### src/rtl/seq_shift_add_mult_pkg.sv
// Shared types for the sequential shift-and-add multiplier: FSM state encoding
// and the iteration-counter width helper.
package mult_pkg;

  typedef enum logic [1:0] {
    IDLE = 2'd0,
    RUN  = 2'd1,
    DONE = 2'd2
  } state_t;

  function automatic int cnt_width(input int width);
    return $clog2(width + 1);
  endfunction

endpackage

### src/rtl/seq_shift_add_mult_if.sv
// Start/done handshake and operand/product bus of the shift-and-add multiplier.
interface seq_shift_add_mult_if #(
  parameter int WIDTH = 8
);
  logic                 start;
  logic [WIDTH-1:0]     a;
  logic [WIDTH-1:0]     b;
  logic                 busy;
  logic                 done;
  logic [2*WIDTH-1:0]   p;

  modport master (output start, output a, output b, input busy, input done, input p);
  modport slave  (input start, input a, input b, output busy, output done, output p);
endinterface

### src/rtl/seq_shift_add_mult_step.sv
// One multiplier iteration: conditional add of mcand into the upper half of the
// accumulator, then a right shift of {carry, acc}.
module shift_add_step #(
  parameter int WIDTH = 8
) (
  input  logic [2*WIDTH-1:0] acc_in,
  input  logic [WIDTH-1:0]   mcand,
  output logic [2*WIDTH-1:0] acc_out
);

  logic [WIDTH:0] sum;

  always_comb begin
    sum = {1'b0, acc_in[2*WIDTH-1:WIDTH]};
    if (acc_in[0]) begin
      sum = sum + {1'b0, mcand};
    end
    // The carry lands in the MSB; the consumed multiplier bit falls off the LSB.
    acc_out = {sum, acc_in[WIDTH-1:1]};
  end

endmodule

### src/rtl/seq_shift_add_mult.sv
// WIDTH x WIDTH sequential shift-and-add multiplier, one product per WIDTH+1
// cycles. Define SIGNED_MULT_EN for two's-complement operands and product.
//
// state | meaning
// IDLE  | waiting for start, p holds last product
// RUN   | one shift-add iteration per cycle, busy high
// DONE  | done pulse cycle; start here re-launches immediately
module seq_shift_add_mult
  import mult_pkg::*;
#(
  parameter int WIDTH = 8
) (
  input  logic               clk,
  input  logic               rst_n,
  seq_shift_add_mult_if.slave bus
);

  localparam int CW = cnt_width(WIDTH);

  state_t               state_q, state_d;
  logic [CW-1:0]        cnt_q, cnt_d;
  logic [WIDTH-1:0]     mcand_q, mcand_d;
  logic [2*WIDTH-1:0]   acc_q, acc_d;
  logic [2*WIDTH-1:0]   p_q, p_d;
  logic                 done_q, done_d;

  logic [2*WIDTH-1:0]   acc_step;
  logic [WIDTH-1:0]     load_a;
  logic [WIDTH-1:0]     load_b;
  logic [2*WIDTH-1:0]   final_p;
  logic                 last_iter;

  shift_add_step #(.WIDTH(WIDTH)) u_step (
    .acc_in  (acc_q),
    .mcand   (mcand_q),
    .acc_out (acc_step)
  );

`ifdef SIGNED_MULT_EN
  logic sign_neg_q, sign_neg_d;

  // Magnitudes are W-bit unsigned, so -2^(W-1) maps to 2^(W-1) without overflow.
  assign load_a  = bus.a[WIDTH-1] ? (~bus.a + 1'b1) : bus.a;
  assign load_b  = bus.b[WIDTH-1] ? (~bus.b + 1'b1) : bus.b;
  assign final_p = sign_neg_q ? (~acc_step + 1'b1) : acc_step;

  always_comb begin
    sign_neg_d = sign_neg_q;
    if ((state_q != RUN) && bus.start) begin
      sign_neg_d = bus.a[WIDTH-1] ^ bus.b[WIDTH-1];
    end
  end

  always_ff @(posedge clk or negedge rst_n) begin
    if (!rst_n) begin
      sign_neg_q <= 1'b0;
    end else begin
      sign_neg_q <= sign_neg_d;
    end
  end
`else
  assign load_a  = bus.a;
  assign load_b  = bus.b;
  assign final_p = acc_step;
`endif

  assign last_iter = (cnt_q == CW'(WIDTH - 1));

  always_comb begin
    state_d = state_q;
    cnt_d   = cnt_q;
    mcand_d = mcand_q;
    acc_d   = acc_q;
    p_d     = p_q;
    done_d  = 1'b0;
    case (state_q)
      IDLE, DONE: begin
        if (bus.start) begin
          state_d = RUN;
          mcand_d = load_a;
          acc_d   = {{WIDTH{1'b0}}, load_b};
          cnt_d   = '0;
        end else begin
          state_d = IDLE;
        end
      end
      RUN: begin
        acc_d = acc_step;
        cnt_d = cnt_q + 1'b1;
        if (last_iter) begin
          state_d = DONE;
          p_d     = final_p;
          done_d  = 1'b1;
        end
      end
      default: state_d = IDLE;
    endcase
  end

  always_ff @(posedge clk or negedge rst_n) begin
    if (!rst_n) begin
      state_q <= IDLE;
      cnt_q   <= '0;
      mcand_q <= '0;
      acc_q   <= '0;
      p_q     <= '0;
      done_q  <= 1'b0;
    end else begin
      state_q <= state_d;
      cnt_q   <= cnt_d;
      mcand_q <= mcand_d;
      acc_q   <= acc_d;
      p_q     <= p_d;
      done_q  <= done_d;
    end
  end

  assign bus.busy = (state_q == RUN);
  assign bus.done = done_q;
  assign bus.p    = p_q;

endmodule

### src/flat_wrapper.sv
// flat-port wrapper written by rule: the top's interface ports become plain ports
module seq_shift_add_mult_flat import mult_pkg::*;
#(
  parameter int WIDTH = 8
)
  (clk, rst_n, bus_start, bus_a, bus_b, bus_busy, bus_done, bus_p);
  seq_shift_add_mult_if #(.WIDTH(WIDTH)) bus_i ();
  input  logic clk;
  input  logic rst_n;
  input wire logic [$bits(bus_i.start)-1:0] bus_start;
  input wire logic [$bits(bus_i.a)-1:0] bus_a;
  input wire logic [$bits(bus_i.b)-1:0] bus_b;
  output wire logic [$bits(bus_i.busy)-1:0] bus_busy;
  output wire logic [$bits(bus_i.done)-1:0] bus_done;
  output wire logic [$bits(bus_i.p)-1:0] bus_p;
  assign bus_i.start = bus_start;
  assign bus_i.a = bus_a;
  assign bus_i.b = bus_b;
  assign bus_busy = bus_i.busy;
  assign bus_done = bus_i.done;
  assign bus_p = bus_i.p;
  seq_shift_add_mult #(.WIDTH(WIDTH)) u_core (.clk(clk), .rst_n(rst_n), .bus(bus_i));
endmodule
### config.mk
export PLATFORM = sky130hd
export DESIGN_NAME = seq_shift_add_mult_flat
export DESIGN_NICKNAME = d
export VERILOG_FILES = /design/src/rtl/seq_shift_add_mult_pkg.sv /design/src/rtl/seq_shift_add_mult_if.sv /design/src/rtl/seq_shift_add_mult_step.sv /design/src/rtl/seq_shift_add_mult.sv /design/src/flat_wrapper.sv
export SDC_FILE = /design/constraint.sdc
export NUM_CORES = 1
export LEC_CHECK = 0
export CELL_PAD_IN_SITES_DETAIL_PLACEMENT = 0
export CELL_PAD_IN_SITES_GLOBAL_PLACEMENT = 2
export CORE_ASPECT_RATIO = 0.5
export CORE_MARGIN = 1
export CORE_UTILIZATION = 34
export CTS_BUF_LIST = sky130_fd_sc_hd__clkbuf_4
export DETAILED_ROUTE_END_ITERATION = 7
export MAX_ROUTING_LAYER = met4
export PLACE_DENSITY = 0.89
export SLEW_MARGIN = 20
export SYNTH_ARGS = -nofsm -noshare
export SYNTH_HDL_FRONTEND = slang
export SYNTH_SLANG_ARGS = --single-unit
### constraint.sdc
create_clock -name clk -period 2.3 [get_ports clk]
set_clock_uncertainty 0.1 [all_clocks]
set_input_delay 0.46 -clock clk [delete_from_list [all_inputs] [get_ports clk]]
set_output_delay 0.46 -clock clk [all_outputs]
set_load 0.005 [all_outputs]
==> results <==
routing by layer:
layer / vias to the layer above / routed length (um) / part of all wire
li1: 861 / - / -
met1: 809 / 2402 / 0.50
met2: 29 / 2148 / 0.45
met3: 4 / 180 / 0.038
met4: 0 / 34 / 0.0071
met5: - / 0 / 0
metrics by stage:
stage	worst slack [ps]	utilization	hold slack (ps)	area (sq um)	power, mW
finish	143.9	0.4535	338.6	2780	4.068
global route	46.73	0.4535	356.1	2780	4.473
CTS	17.73	0.4502	342.3	2760	4.051
detailed placement	56.60	0.4361	221.0	2674	3.548
global placement	83.16	0.4361	217.8	2674	3.485
floorplan	162.4	-	64.41	2186	2.793
cells in the mapped netlist, types with 2 or more instances:
cell type / number
nand2_1: 75
dfrtp_1: 47
o21ai_0: 18
ha_1: 9
a21oi_1: 8
nor2_1: 8
a22oi_1: 7
buf_2: 6
mux2i_1: 5
a21o_1: 3
clkbuf_1: 3
nand2b_1: 3
nor3_1: 3
o211ai_1: 3
xnor2_1: 3
a31oi_1: 2
inv_1: 2
inv_2: 2
nand3_1: 2
nor2b_1: 2
xor2_1: 2
power breakdown:
part	internal (mW)	switching, mW
registers	1.23	0.267
logic	1.03	1.04
clock network	0.224	0.274
final timing paths:
path / slack (ps) / cells past startpoint / to / from
min reg2reg: 390 / 2 / u_core.bus.p[2] / u_core.bus.p[2]
min: 340 / 2 / u_core.bus.p[4] / rst_n
max: 140 / 7 / u_core.acc_q[13] / u_core.acc_q[8]
max in group asynchronous: 1010 / 3 / u_core.acc_q[13] / rst_n
max reg2reg: 140 / 7 / u_core.acc_q[13] / u_core.acc_q[8]
min in group clk: 390 / 2 / u_core.bus.p[2] / u_core.bus.p[2]
state kept, by name, indices dropped and copies added (netlist names):
name / cells
u_core.state_q: 2
u_core.mcand_q: 8
u_core.bus.p: 16
u_core.acc_q: 16
u_core.bus.done: 1
u_core.cnt_q: 4
timing repair:
action	4_1_cts	5_1_grt
setup buffers	0	0
gates resized for setup	0	4
endpoints found under the setup margin	0	5
hold buffers	1	0
endpoints found under the hold margin	8	0
area by class of cell:
type	instances	share of cell area
clock buffers	5	0.01350
clock inverters	3	0.01395
inverters	4	0.005401
multi-input cells	167	0.3488
flip-flops and latches	47	0.4230
well taps	88	0.03960
repair buffers	46	0.1557
placed cells by master, fill, tap and decap left out, drive strengths merged, types with 3 or more instances in the layout:
master and n:
nand2 76, dfrtp 47, clkdlybuf4s50 35, o21ai 18, buf 10, nor2 9
ha 9, a21oi 8, a22oi 7, mux2i 5, clkbuf 5, a21o 4
inv 4, nand2b 3, xnor2 3, o211ai 3, nor3 3
cells by family (layout without fill, tap and decap cells):
logic type / after synthesis / after routing / synth area share
AND/OR/NAND/NOR: 98 / 98 / 0.1832
flip-flops: 47 / 47 / 0.5381
multiplexers: 6 / 6 / 0.02805
XOR/XNOR: 5 / 5 / 0.02004
adder cells (fa/ha/maj): 10 / 10 / 0.06068
AO/OA/AOI/OAI: 48 / 48 / 0.1425
buffers and inverters: 14 / 58 / 0.02748
==> summary.txt <==
Outcome
  – Outcome: finished clean

STA
  – RSZ-0062 raised after global routing: no
  – Worst slew pin tran: ~510 ps
  – Clock period minus worst slack: between 2000 and 2500 ps
  – Max_slew headroom: 0.6622
  – # setup viols final: 0
  – Fin. Hold Viols: 0
  – Max Slew Vio Count: 0
  – Period utilization: 0.9375
  – Fmax: roughly 460 MHz
  – Setup TNS Final: 0 ps

Logic synthesis
  – Area share of the largest cell type after synthesis: 0.5381
  – Syn Nets: about 260
  – Mean Syn Cell Area: around 9.6 sq um
  – Mapped Area: roughly 2200 sq um
  – Number of synthesized flops with an enable pin: 0
  – Synthesized instance count: 228
  – Synth Register Bits: between 40 and 50
  – Netlist cell types: 36
  – Ys async rst share: 1.000
  – Largest area contributor in the netlist: dfrtp_1
  – Register area share after synthesis: 0.5381
  – Ranking of synthesized cells by area: dfrtp_1 54%, nand2_1 13%, ha_1 5.2%, o21ai_0 4.1%, a22oi_1 2.4%
  – Dominant synthesized flop cell: dfrtp_1
  – Yosys warns: 0

GRT
  – Overall Global Routing Usage: 0.1635
  – Met3 usage: 0.03193
  – Met1 usage: 0.2273
  – First-pass GRT wire length: slightly above 8 mm
  – Number of global-route vias before repair: ~1700
  – Grt total ovfl: 0
  – GR Util met2: 0.2472
  – Largest net degree at the start of global routing: 40
  – Antenna violations before repair: 0
  – Most Used Layer, Global Route: met2

Finish
  – Fin nets: 300
  – Register area: between 1000 and 1500 sq um
  – Diodes inserted: 0
  – Layout cells sized above 1: 0.1029
  – Finished Layout Cells: 360
  – Multi-input logic area: a little under 1000 sq um
  – Fillers: ~600
  – Area growth syn-to-layout: 27.19%

Power
  – Pwr/cell area: 1463 nW/um^2
  – P_leak: between 1 and 1.5 nW
  – Worst vdd ir: about 360 uV

Floorplanning
  – Core ar.: a little over 6000 sq um
  – Die Area: 6773 sq um
  – DIE WIDTH: 115.4 um
  – Die Y: approximately 59 um
  – Starting Density: 0.3565
  – Io pins: 37
  – Std-Cell Rows: 20

Drt
  – DRT antenna net count: 0
  – DRC viols: 0
  – WL/cell: about 13 um
  – Vias/cell: roughly 4.7
  – WL final: ~4.8 mm
  – Via count: 1703
  – DR pass1 iterations: 4
  – First DRT Iteration DRCs: 60

Critical path
  – Crit-path leading delay family: compound AO/OA/AOI/OAI gates
  – Data required time of the worst path: between 2000 and 3000 ps
  – Crit path cell chain: ha_2, fa_2, a21o_2, a221oi_4, xor2_1, mux2_2, a21oi_2
  – Critical path launch point type: flip-flop
  – CP max-delay cell: dfrtp_1
  – Slowest stage delay, CP: ~420 ps
  – Crit path kind: reg -> reg
  – Worst setup EP type: flip-flop
  – Buffers & Inverters on Critical Path: 0
  – CP arrival: between 2000 and 2500 ps
  – CP Max Fanout: 3

Clock tree
  – CTS tree: built
  – Clock Latency Late Sink: about 370 ps
  – Max Buffers Root-to-Sink: 2
  – H-tree lvl count: 2
  – TritonCTS sink count: 47
  – Root Buffer Master: clkbuf_4
  – Num CTS Buffers: 5
  – Clock slew at reported path FFs: roughly 140 ps

Placed design
  – Placed insts: about 350
  – Gpl congestion: ~0.85
  – Dpl hpwl: about 3.4 mm
  – Port Buffer Count: 36

Hold path
  – Worst Hold Class: in -> async

Run
  – Max-cap viol count: 0
Power figures use the tool's default switching activity.
